$ cat src/rtl/adc_buf_pkg.sv
// rtl/adc_buf_pkg.sv - shared constants, state encoding and log2 helper for the ADC buffer reader
package adc_buf_pkg;

  localparam int ADC_DATA_W    = 16;
  localparam int ADC_NUM_WORDS = 16;

  typedef enum logic [1:0] {
    IDLE  = 2'd0,
    RUN   = 2'd1,
    DRAIN = 2'd2
  } rd_state_t;

  // Ceiling log2, never below 1 so a depth-2 buffer still gets a 1-bit address.
  function automatic int f_log2(input int n);
    int r;
    r = 1;
    while ((1 << r) < n) r = r + 1;
    return r;
  endfunction

endpackage

$ cat src/rtl/adc_buf_reader_if.sv
// rtl/adc_buf_reader_if.sv - RAM read port and output stream bundle of the ADC buffer reader
interface adc_buf_reader_if
  import adc_buf_pkg::*;
#(
  parameter int DATA_W = ADC_DATA_W,
  parameter int ADDR_W = f_log2(ADC_NUM_WORDS)
) ();

  logic              mem_rd_en;
  logic [ADDR_W-1:0] mem_rd_addr;
  logic [DATA_W-1:0] mem_rd_data;

  logic [DATA_W-1:0] m_data;
  logic              m_valid;
  logic              m_ready;
  logic              m_last;

  modport master (
    output mem_rd_en, mem_rd_addr, m_data, m_valid, m_last,
    input  mem_rd_data, m_ready
  );

  modport slave (
    input  mem_rd_en, mem_rd_addr, m_data, m_valid, m_last,
    output mem_rd_data, m_ready
  );

endinterface

$ cat src/rtl/adc_buf_skid.sv
// rtl/adc_buf_skid.sv - two-entry output buffer with valid/ready pop side
module adc_buf_skid
  import adc_buf_pkg::*;
#(
  parameter int DATA_W = ADC_DATA_W
) (
  input  logic              clk,
  input  logic              rst_n,
  input  logic              clr,
  input  logic              push,
  input  logic [DATA_W-1:0] push_data,
  output logic [DATA_W-1:0] out_data,
  output logic              out_valid,
  input  logic              out_ready,
  output logic              pop,
  output logic [1:0]        count
);

  logic [DATA_W-1:0] slot [2];
  logic              head;
  logic              tail;

  // With one entry the tail is the other slot; when popping a full buffer the
  // freed head slot becomes the tail, which the same expression yields.
  assign tail      = head ^ count[0];
  assign out_data  = slot[head];
  assign out_valid = (count != 2'd0);
  assign pop       = out_valid && out_ready;

  always_ff @(posedge clk or negedge rst_n) begin
    if (!rst_n) begin
      slot[0] <= '0;
      slot[1] <= '0;
      head    <= 1'b0;
      count   <= 2'd0;
    end else if (clr) begin
      head    <= 1'b0;
      count   <= 2'd0;
    end else begin
      if (push)
        slot[tail] <= push_data;
      if (pop)
        head <= ~head;
      count <= count + {1'b0, push} - {1'b0, pop};
    end
  end

endmodule

$ cat src/rtl/adc_buf_reader.sv
// rtl/adc_buf_reader.sv - fetches circular-buffer words through the RAM read port into a framed stream
module adc_buf_reader
  import adc_buf_pkg::*;
#(
  parameter int DATA_W    = ADC_DATA_W,
  parameter int NUM_WORDS = ADC_NUM_WORDS,
  parameter int ADDR_W    = f_log2(NUM_WORDS),
  parameter int BURST_LEN = 8
) (
  input  logic              clk,
  input  logic              rst_n,
  input  logic              enable,
  input  logic              flush,
  input  logic [ADDR_W:0]   wr_ptr,
  output logic [ADDR_W:0]   rd_ptr,
  output logic              empty,
  adc_buf_reader_if.master  bus
);

  localparam int            BCW     = f_log2(BURST_LEN);
  localparam logic [BCW-1:0] BC_LAST = BCW'(BURST_LEN - 1);
  localparam logic [ADDR_W:0] PTR_ONE = {{ADDR_W{1'b0}}, 1'b1};

  rd_state_t         state;
  rd_state_t         state_nxt;
  logic [ADDR_W:0]   fet_ptr;
  logic              inflight;
  logic [BCW-1:0]    bcnt;
  logic              fetch;
  logic              pop;
  logic [1:0]        count;
  logic [1:0]        occ;

  adc_buf_skid #(.DATA_W(DATA_W)) u_skid (
    .clk       (clk),
    .rst_n     (rst_n),
    .clr       (flush),
    .push      (inflight),
    .push_data (bus.mem_rd_data),
    .out_data  (bus.m_data),
    .out_valid (bus.m_valid),
    .out_ready (bus.m_ready),
    .pop       (pop),
    .count     (count)
  );

  // Occupancy credits a same-cycle pop so a new fetch can issue while the head
  // drains; without it the stream would bubble every third cycle.
  assign occ   = count + {1'b0, inflight} - {1'b0, pop};
  assign fetch = (state == RUN) && !flush && (fet_ptr != wr_ptr) && (occ < 2'd2);

  assign bus.mem_rd_en   = fetch;
  assign bus.mem_rd_addr = fet_ptr[ADDR_W-1:0];
  assign bus.m_last      = (bcnt == BC_LAST);
  assign empty           = (rd_ptr == wr_ptr) && (count == 2'd0) && !inflight;

  always_comb begin
    state_nxt = state;
    case (state)
      IDLE:    if (enable) state_nxt = RUN;
      RUN:     if (!enable) state_nxt = DRAIN;
      DRAIN: begin
        if (enable)
          state_nxt = RUN;
        else if ((count == 2'd0) && !inflight)
          state_nxt = IDLE;
      end
      default: state_nxt = IDLE;
    endcase
    if (flush)
      state_nxt = IDLE;
  end

  always_ff @(posedge clk or negedge rst_n) begin
    if (!rst_n)
      state <= IDLE;
    else
      state <= state_nxt;
  end

  always_ff @(posedge clk or negedge rst_n) begin
    if (!rst_n) begin
      fet_ptr  <= '0;
      rd_ptr   <= '0;
      inflight <= 1'b0;
      bcnt     <= '0;
    end else if (flush) begin
      fet_ptr  <= wr_ptr;
      rd_ptr   <= wr_ptr;
      inflight <= 1'b0;
      bcnt     <= '0;
    end else begin
      inflight <= fetch;
      if (fetch)
        fet_ptr <= fet_ptr + PTR_ONE;
      if (pop) begin
        rd_ptr <= rd_ptr + PTR_ONE;
        bcnt   <= (bcnt == BC_LAST) ? '0 : bcnt + 1'b1;
      end
    end
  end

endmodule

$ cat src/flat_wrapper.sv
// flat-port wrapper written by rule: the top's interface ports become plain ports
module adc_buf_reader_flat import adc_buf_pkg::*;
#(
  parameter int DATA_W    = ADC_DATA_W,
  parameter int NUM_WORDS = ADC_NUM_WORDS,
  parameter int ADDR_W    = f_log2(NUM_WORDS),
  parameter int BURST_LEN = 8
)
  (clk, rst_n, enable, flush, wr_ptr, rd_ptr, empty, bus_mem_rd_en, bus_mem_rd_addr, bus_m_data, bus_m_valid, bus_m_last, bus_mem_rd_data, bus_m_ready);
  adc_buf_reader_if #(.DATA_W(DATA_W), .ADDR_W(ADDR_W)) bus_i ();
  input  logic clk;
  input  logic rst_n;
  input  logic enable;
  input  logic flush;
  input  logic [ADDR_W:0] wr_ptr;
  output logic [ADDR_W:0] rd_ptr;
  output logic empty;
  output wire logic [$bits(bus_i.mem_rd_en)-1:0] bus_mem_rd_en;
  output wire logic [$bits(bus_i.mem_rd_addr)-1:0] bus_mem_rd_addr;
  output wire logic [$bits(bus_i.m_data)-1:0] bus_m_data;
  output wire logic [$bits(bus_i.m_valid)-1:0] bus_m_valid;
  output wire logic [$bits(bus_i.m_last)-1:0] bus_m_last;
  input wire logic [$bits(bus_i.mem_rd_data)-1:0] bus_mem_rd_data;
  input wire logic [$bits(bus_i.m_ready)-1:0] bus_m_ready;
  assign bus_mem_rd_en = bus_i.mem_rd_en;
  assign bus_mem_rd_addr = bus_i.mem_rd_addr;
  assign bus_m_data = bus_i.m_data;
  assign bus_m_valid = bus_i.m_valid;
  assign bus_m_last = bus_i.m_last;
  assign bus_i.mem_rd_data = bus_mem_rd_data;
  assign bus_i.m_ready = bus_m_ready;
  adc_buf_reader #(.DATA_W(DATA_W), .NUM_WORDS(NUM_WORDS), .ADDR_W(ADDR_W), .BURST_LEN(BURST_LEN)) u_core (.clk(clk), .rst_n(rst_n), .enable(enable), .flush(flush), .wr_ptr(wr_ptr), .rd_ptr(rd_ptr), .empty(empty), .bus(bus_i));
endmodule
$ cat config.mk
export PLATFORM = sky130hd
export DESIGN_NAME = adc_buf_reader_flat
export DESIGN_NICKNAME = d
export VERILOG_FILES = /design/src/rtl/adc_buf_pkg.sv /design/src/rtl/adc_buf_reader_if.sv /design/src/rtl/adc_buf_skid.sv /design/src/rtl/adc_buf_reader.sv /design/src/flat_wrapper.sv
export SDC_FILE = /design/constraint.sdc
export NUM_CORES = 1
export LEC_CHECK = 0
export CAP_MARGIN = 20
export CORE_ASPECT_RATIO = 0.6
export CORE_MARGIN = 8
export CORE_UTILIZATION = 55
export CTS_CLUSTER_SIZE = 20
export DETAILED_ROUTE_END_ITERATION = 6
export PLACE_DENSITY = 0.85
export SLEW_MARGIN = 30
export SYNTH_ARGS = -nofsm -noshare
export SYNTH_HDL_FRONTEND = slang
export SYNTH_SLANG_ARGS = --single-unit
$ cat constraint.sdc
create_clock -name clk -period 3.81 [get_ports clk]
set_input_delay 0.5715 -clock clk [delete_from_list [all_inputs] [get_ports clk]]
set_output_delay 0.5715 -clock clk [all_outputs]
set_load 0.03 [all_outputs]
# [Yosys cells after proc, flatten, opt, wreduce, memory -nomap -nowiden]
# Cells that the tools add are included.
[totals] regBits=51 inputBits=26 out_inout_bits=29 word_cells=71
[op_classes] addsub=5 n_lt_le_gt_ge=4 eq_ne=8 muxes=23 bitwise_logic=5 n_reduce_logical=17
[op_table] cell="16-bit 2-to-1 mux" n=4
[op_table] cell="32-bit bitwise mux" n=1
[op_table] cell="5-bit 2-to-1 mux" n=4
[op_table] cell="16-bit demux with 1-bit select" n=1
[op_table] cell="2-bit 2-to-1 mux" n=6
[op_table] cell="5-bit by 1-bit adder with 5-bit output (second input constant)" n=2
[op_table] cell="3-bit 2-to-1 mux" n=3
[op_table] cell="1-bit logical AND" n=8
[op_table] cell="3-bit inequality test (second input constant)" n=2
[op_table] cell="2-bit case mux with 3 select lines" n=1
[op_table] cell="2-bit nonzero test" n=3
[op_table] cell="5-bit equality test" n=1
[op_table] cell="5-bit inequality test" n=1
[op_table] cell="2-bit >= comparator (second input constant)" n=2
[op_table] cell="2-bit zero test" n=2
[op_table] cell="4-bit by 3-bit inequality test with 1-bit output (second input constant)" n=1
[op_table] cell="1-bit NOT with 2-bit output" n=2
[op_table] cell="3-bit by 1-bit adder with 3-bit output (second input constant)" n=1
[op_table] cell="3-bit equality test (second input constant)" n=1
[op_table] cell="1-bit 2-to-1 mux" n=3
[op_table] cell="3-bit AND reduction" n=1
[op_table] cell="2-bit by 1-bit adder with 2-bit output" n=1
[op_table] cell="2-bit by 1-bit equality test with 1-bit output (second input constant)" n=1
[op_table] cell="2-bit equality test (second input constant)" n=1
[op_table] cell="other kinds (7)" n=9

# [Depth between registers and ports, before layout]
# Gate-level depths: netlist of the first run.
[depth] ltp_word=7 mapped_depth=10 depth_no_buf=10

# [Hierarchy]
# From an unflattened synthesis of the first run, not the netlist that was laid out.
[hier_totals] hier_cells=208 area_unflattened_um2=2596.2
[modules_own_cells] module="adc_buf_skid" instances=1 cells_each=103 area_per_inst_um2=1591.5 seq_area_each_um2=875.8
[modules_own_cells] module="adc_buf_reader" instances=1 cells_each=105 area_per_inst_um2=1004.7 seq_area_each_um2=400.4

# [Worst setup path before layout of the first run]
# Ideal clock, no wire load.
[synth_timing] kind="register to output" start="register u_core.u_skid.count[0]" end="output port bus_mem_rd_en" arrival_ns=2.165 required_time_ns=3.239 setup_slack_ns=1.073 stages_incl_launch_ff=10 n_path_buf=0 cell_sequence="dfrtp_1 o21ai_2 clkinv_1 ha_1 inv_1 ha_1 xnor3_1 nand2_4 a21o_2 inv_2"
[synth_via] elab_chain_len=5 elab_cells_between_ends=6 cone_classes="add/sub: 2; order compare: 1; reduce/logical: 3"
[synth_lines] item="start, declared" line_no="adc_buf_skid.sv:16" rtl="output logic [1:0] count"
[synth_lines] item="start signal, assigned" line_no="adc_buf_skid.sv:44" rtl="count <= count + {1'b0, push} - {1'b0, pop};"
[synth_lines] item="branches (longest 2 deep; another with 2-bit by 1-bit adder with 2-bit output)"
[synth_lines] item="2-bit by 1-bit subtractor with 2-bit output *" line_no="adc_buf_reader.sv:49" rtl="assign occ = count + {1'b0, inflight} - {1'b0, pop};"
[synth_lines] item="2-bit < comparator *" line_no="adc_buf_reader.sv:50" rtl="assign fetch = (state == RUN) && !flush && (fet_ptr != wr_ptr) && (occ < 2'd2);"
[synth_lines] item="1-bit logical AND *" line_no="adc_buf_reader.sv:50"
[synth_lines] item="end, declared" line_no="flat_wrapper.sv:18" rtl="output wire logic [$bits(bus_i.mem_rd_en)-1:0] bus_mem_rd_en;"
# Every way passes the cells marked *.

# [Worst setup path in the final report of the first run]
[layout_timing] start="input port bus_m_ready" end="output port bus_mem_rd_en"
[layout_via] elab_chain_len=4
[layout_lines] item="start, declared" line_no="flat_wrapper.sv:24" rtl="input wire logic [$bits(bus_i.m_ready)-1:0] bus_m_ready;"
[layout_lines] item="1-bit logical AND" line_no="adc_buf_skid.sv:28" rtl="assign pop = out_valid && out_ready;"
[layout_lines] item="2-bit by 1-bit subtractor with 2-bit output" line_no="adc_buf_reader.sv:49"
[layout_lines] item="2-bit < comparator" line_no="adc_buf_reader.sv:50"
[layout_lines] item="1-bit logical AND" line_no="adc_buf_reader.sv:50"
# Every way passes these cells.

==> out/results.txt, run 1 <==
CP max-delay cell: clkdlybuf4s50_1
min Tclk post-route: 3200 ps
final period utilization: 83.9%
CTS Buf Count: 5
Synth top area share: 47.6%
clk root buf: clkbuf_8
Die ar.: 7440 sq um
Initial DRC Count: 108
die width: 106 microns
TNS Setup: 0 ps
GP Congestion: 0.809
adder-cell share of the synthesized area: 2.80%
DRC violation count after routing: 0
Synth Instances: 215
leakage: 1.48 nW
final hold vios: 0
number of synthesized flops with an enable pin: 0
final net count: 301
Area Overhead vs Synth: 24.3%
commonest cells after routing, fill and taps aside: 52 x clkdlybuf4s50_1, 51 x dfrtp_1, 38 x mux2_2, 10 x nor2_1, 10 x mux2_4
share of cells above drive strength 1: 26.3%
CP required: 3240 ps
die height: 70.1 microns
CP Max Fanout: 8
max cap viols: 0
Final Power: 2.44 mW
Multi-input gate area: 1260 sq um
RR Endpoint: u_core.fet_ptr[3]
clock tree buffer depth: 2
Post-Route WL: 5.85 mm
IO buf count: 54
antenna violations before repair: 0
Worst path max stage delay: 420 ps
worst-skew pair later-pin latency: 310 ps
number of global-route vias before repair: 1,898
Reg2Reg Launch Point: u_core.u_skid.count[0]
Max VDD drop: 0.458 mV
compound-gate portion of the synthesized area: 6.48%
Ys Warns: 0
Hold WS: 141 ps
Fin Clk Skew: 12.6 ps
area of the core: 4640 sq um
Slew Viols, Final: 0
post-cts hold buffer count: 0
most frequently used flop master after synthesis: dfrtp_1
critical path buffer and inverter count: 5
proportion of synthesized area in mux cells: 22.3%
wire per inst: 17.6 microns
first-pass GRT wire length: 9.83 mm
simple-gate share of the synthesized area: 9.19%
diodes inserted: 0
dpl ws: 639 ps
count of different cell masters after synthesis: 45
Filler Cell Count: 331
Peak Freq: 0.313 GHz
Post-synth ARST share: 100%
r2r worst-path depth: 9
final worst slack: 614 ps
PostCTS Resize Cnt: 0
TritonCTS clock tree: built
largest net degree at the start of global routing: 38
total global-route track usage: 16.5%
Worst EP arrival: 2620 ps
Slew HR: 42.0%
Reg area: 1280 sq um
Slew @ Worst Pin: 870 ps
RSZ-0062 raised after global routing: no
synthesized area: 2680 sq um
CP dominant cell by count: ha_1
Via Count: 1,830
register area share after synthesis: 47.6%
Mapped Nets: 247
outcome: completed
HPWL after DPL: 4.33 mm
Clock transition at path regs: 90 ps
Levels on crit path: 11
Crit Path Category: in2out
post-synth top area cell: dfrtp_1
Synth Register Bits: 51
IO Pins: 55
H-tree Lvls: 2
global route overflow: 0
Worst path top cell family by delay: buffers and inverters
length of the first detailed-routing pass in iterations: 4
ordered list of cells on the worst path: clkdlybuf4s50_1 > o21ai_2 > clkinv_1 > ha_1 > inv_1 > ha_1 > xnor3_1 > nand2_4 > a21o_2 > inv_2 > buf_12
Initial Util: 57.9%
largest family of logic cells by synthesized area: multiplexers
DRT antenna net count: 0
clk sinks: 51
Via density: 5.50
Worst R2R Setup Slack: 1420 ps
syn_area_per_cell: 12.5 sq um
power per cell area: 730 nW/um^2
xor-xnor portion of the synthesized cell area: 6.34%
Setup Viol. Count Final: 0
CP startpoint kind: input port
commonest non-fill, non-tap cell in the layout: clkdlybuf4s50_1
Worst Setup End Kind: output pin
num rows: 19
worst min path class: in2async
Synth area leaders: dfrtp_1 48%, mux2_2 16%, mux2_4 5.6%
Post-CTS Setup Inserts: 0
-- through the flow --
| step | cells | utilization (%) | instance area, sq um |
|---|---|---|---|
| floorplan | 215 | - | 2680 |
| global placement | 325 | 70.0 | 3240 |
| detailed placement | 325 | 70.0 | 3240 |
| CTS | 333 | 72.0 | 3340 |
| global route | 333 | 72.0 | 3340 |
| finish | 333 | 72.0 | 3340 |
-- cell usage after synthesis, types with 6 or more instances --
cell	instances
nor2_1	10
ha_1	6
dfrtp_1	51
nand2_1	9
mux2_2	38
and3_1	6
mux2_4	10
inv_1	9
xor2_1	9
xnor2_1	6
-- metal layers --
metal / global-route usage [%] / vias to the layer above / wire (microns)
met5: 0 / - / 0
met4: 4.34 / 0 / 35
met3: 5.49 / 4 / 444
met2: 23.7 / 64 / 2590
met1: 23.1 / 899 / 2770
li1: - / 863 / -
-- kinds of logic after synthesis --
kind of cell | Yosys count
AND/OR/NAND/NOR | 44
multiplexers | 50
AO/OA/AOI/OAI | 24
buffers and inverters | 23
adder cells (fa/ha/maj) | 6
flip-flops | 51
XOR/XNOR | 17
-- layout make-up --
cell class	count	area share, %
Clock buffer	5	2.06
Clock inverter	3	0.713
Inverter	11	1.24
Multi-Input combinational cell	141	37.9
Sequential cell	51	38.3
Tap cell	63	2.36
Timing Repair Buffer	59	17.5
-- worst reg2reg max path, delay by kind of cell, from the launching register on --
kind,cells,cell delay (ps)
flops,1,460
fa+ha+maj,2,490
simple gates,2,220
buf+inv,2,180
xor+xnor,1,280
compound gates,2,630
-- sequential cells by signal, summed over array words and instances, names as in the netlist --
name	count
u_core.u_skid.slot	32
u_core.inflight	1
u_core.u_skid.count	2
u_core.bcnt	3
u_core.state	2
u_core.rd_ptr	5
u_core.u_skid.head	1
u_core.fet_ptr	5
-- report_power, final --
group,switching (mW),total [mW],leakage (nW),internal [mW]
Combinational,0.602,1.22,0.795,0.623
Clock,0.188,0.319,0.0408,0.132
Sequential,0.166,0.891,0.643,0.725
-- worst max path at each step --
stage                      startpoint       endpoint  slack (ps)
4_1_cts                   bus_m_ready  bus_mem_rd_en         620
3_5_place_dp              bus_m_ready  bus_mem_rd_en         640
5_1_grt        u_core.u_skid.count[0]  bus_mem_rd_en         500
2_1_floorplan  u_core.u_skid.count[0]  bus_mem_rd_en        1070
3_3_place_gp              bus_m_ready  bus_mem_rd_en         650
6_report                  bus_m_ready  bus_mem_rd_en         610
Note: power is estimated with default switching activity, not from simulation.
==> inputs of run 2 (changes only) <==
CORE_UTILIZATION = 46   (was 55)
PLACE_DENSITY = 0.76   (was 0.85)
clock period = 2.85 ns   (was 3.81 ns; I/O delays follow)
==> run 2 against run 1 <==
  * Critical path depth down 1
  * Die area up 16%
  * Setup slack worse by 460 ps
  * Highest routed layer unchanged
  * Critical endpoint unchanged
  * First-iteration DRC count down 26%
  * Via count down 0.77%
  * Total power up 34%
  * Wire length up 1.9%
  * Core utilization down 11 points
  * Non-clock buffer count up 5
  * Global-route usage down 2.0 points
  * Flip-flop and latch count unchanged
==> out/results.txt, run 2 (synthesized netlist as in run 1, its figures left out) <==
final period utilization: 94.5%
Area after DPL: 3300 sq um
CTS Buf Count: 5
Filler Cell Count: 483
IO Pins: 55
global route overflow: 0
num rows: 21
share of cells above drive strength 1: 27.6%
clock tree buffer depth: 2
dpl ws: 135 ps
worst min path class: in2async
Max VDD drop: 0.476 mV
Peak Freq: 0.371 GHz
clk sinks: 51
final instance area: 3390 sq um
power per cell area: 960 nW/um^2
Clock transition at path regs: 90 ps
Slew HR: 69.8%
worst-skew pair later-pin latency: 300 ps
final net count: 306
Post-Route WL: 5.96 mm
Initial DRC Count: 80
Multi-input gate area: 1260 sq um
CP Max Fanout: 4
commonest non-fill, non-tap cell in the layout: clkdlybuf4s50_1
HPWL after DPL: 4.44 mm
leakage: 1.50 nW
max FFs per register: 32
Via Count: 1,816
DRT antenna net count: 0
outcome: completed
max cap viols: 0
Final Power: 3.25 mW
Reg area: 1280 sq um
diodes inserted: 0
DRC violation count after routing: 0
Setup Viol. Count Final: 0
total global-route track usage: 14.5%
Via density: 5.12
die height: 75.2 microns
Worst EP arrival: 2260 ps
TritonCTS clock tree: built
clk root buf: clkbuf_8
TNS Setup: 0 ps
IO buf count: 54
Slew @ Worst Pin: 452 ps
wire per inst: 16.8 microns
CP startpoint kind: flip-flop
biggest regs: u_core.u_skid.slot: 32 flops, u_core.fet_ptr: 5 flops, u_core.rd_ptr: 5 flops
number of global-route vias before repair: 1,863
min Tclk post-route: 2690 ps
antenna violations before repair: 0
Fin Clk Skew: 8.62 ps
final worst slack: 158 ps
Worst Setup End Kind: output pin
Core Util, Final: 60.5%
Initial Util: 47.9%
Crit Path Category: reg2out
length of the first detailed-routing pass in iterations: 4
area of the core: 5600 sq um
commonest cells after routing, fill and taps aside: 52 x clkdlybuf4s50_1, 51 x dfrtp_1, 38 x mux2_2
H-tree Lvls: 2
first-pass GRT wire length: 9.74 mm
Slew Viols, Final: 0
largest net degree at the start of global routing: 36
Area Overhead vs Synth: 26.3%
die width: 115 microns
CP required: 2420 ps
Largest Register: u_core.u_skid.slot
final hold vios: 0
Die ar.: 8610 sq um
RSZ-0062 raised after global routing: no
GP Congestion: 0.800
Post-CTS Setup Inserts: 0
run 2: timing repair:
item | in CTS | in global routing
endpoints found under the hold margin | 0 | 0
gates resized for setup | 0 | 1
setup endpoints to repair | 0 | 1
hold buffers | 0 | 0
run 2: per-stage QoR:
stage	std cells	hold WS, ps
after global placement	347	357
after CTS	355	23.4
final	355	16.7
after global routing	355	31.1
after floorplan	215	132
after detailed placement	347	365
run 2: power breakdown:
group          internal (mW)  total (mW)  switching, mW
Clock                  0.172       0.412          0.240
Combinational          0.853        1.70          0.843
Sequential             0.970        1.14          0.175
Total                   2.00        3.25           1.26
run 2: area by class of cell:
| type | instances | area share [%] |
|---|---|---|
| clock buffers | 6 | 2.14 |
| clock inverters | 2 | 0.369 |
| inverters | 11 | 1.22 |
| multi-input cells | 141 | 37.3 |
| flip-flops and latches | 51 | 37.7 |
| well taps | 80 | 2.95 |
| repair buffers | 64 | 18.3 |
run 2: path summary, 6_finish.rpt:
kind,slack [ps],from,end,depth (start not counted)
setup / recovery,160,u_core.u_skid.count[0],bus_mem_rd_en,10
hold / removal,20,rst_n,u_core.u_skid.slot[10],1
setup reg to reg,620,u_core.u_skid.count[0],u_core.fet_ptr[3],10
hold reg to reg,510,u_core.u_skid.slot[30],u_core.u_skid.slot[30],1
max in group asynchronous,2050,rst_n,u_core.rd_ptr[4],2
min in group clk,510,u_core.u_skid.slot[30],u_core.u_skid.slot[30],1
run 2: critical path: stages (launching register included):
cell      delay, ps
dfrtp_1         450
o21ai_2         170
clkinv_1        100
ha_1            280
inv_1            40
ha_1            190
xnor3_2         260
nand2_4          50
a21o_2          220
inv_2            80
buf_12          120
run 2: layer usage:
metal,part of all wire [%],global-route usage (%)
met2,44,21.4
met3,7.5,4.64
met5,0,0
met4,1.1,4.39
met1,47,19.7
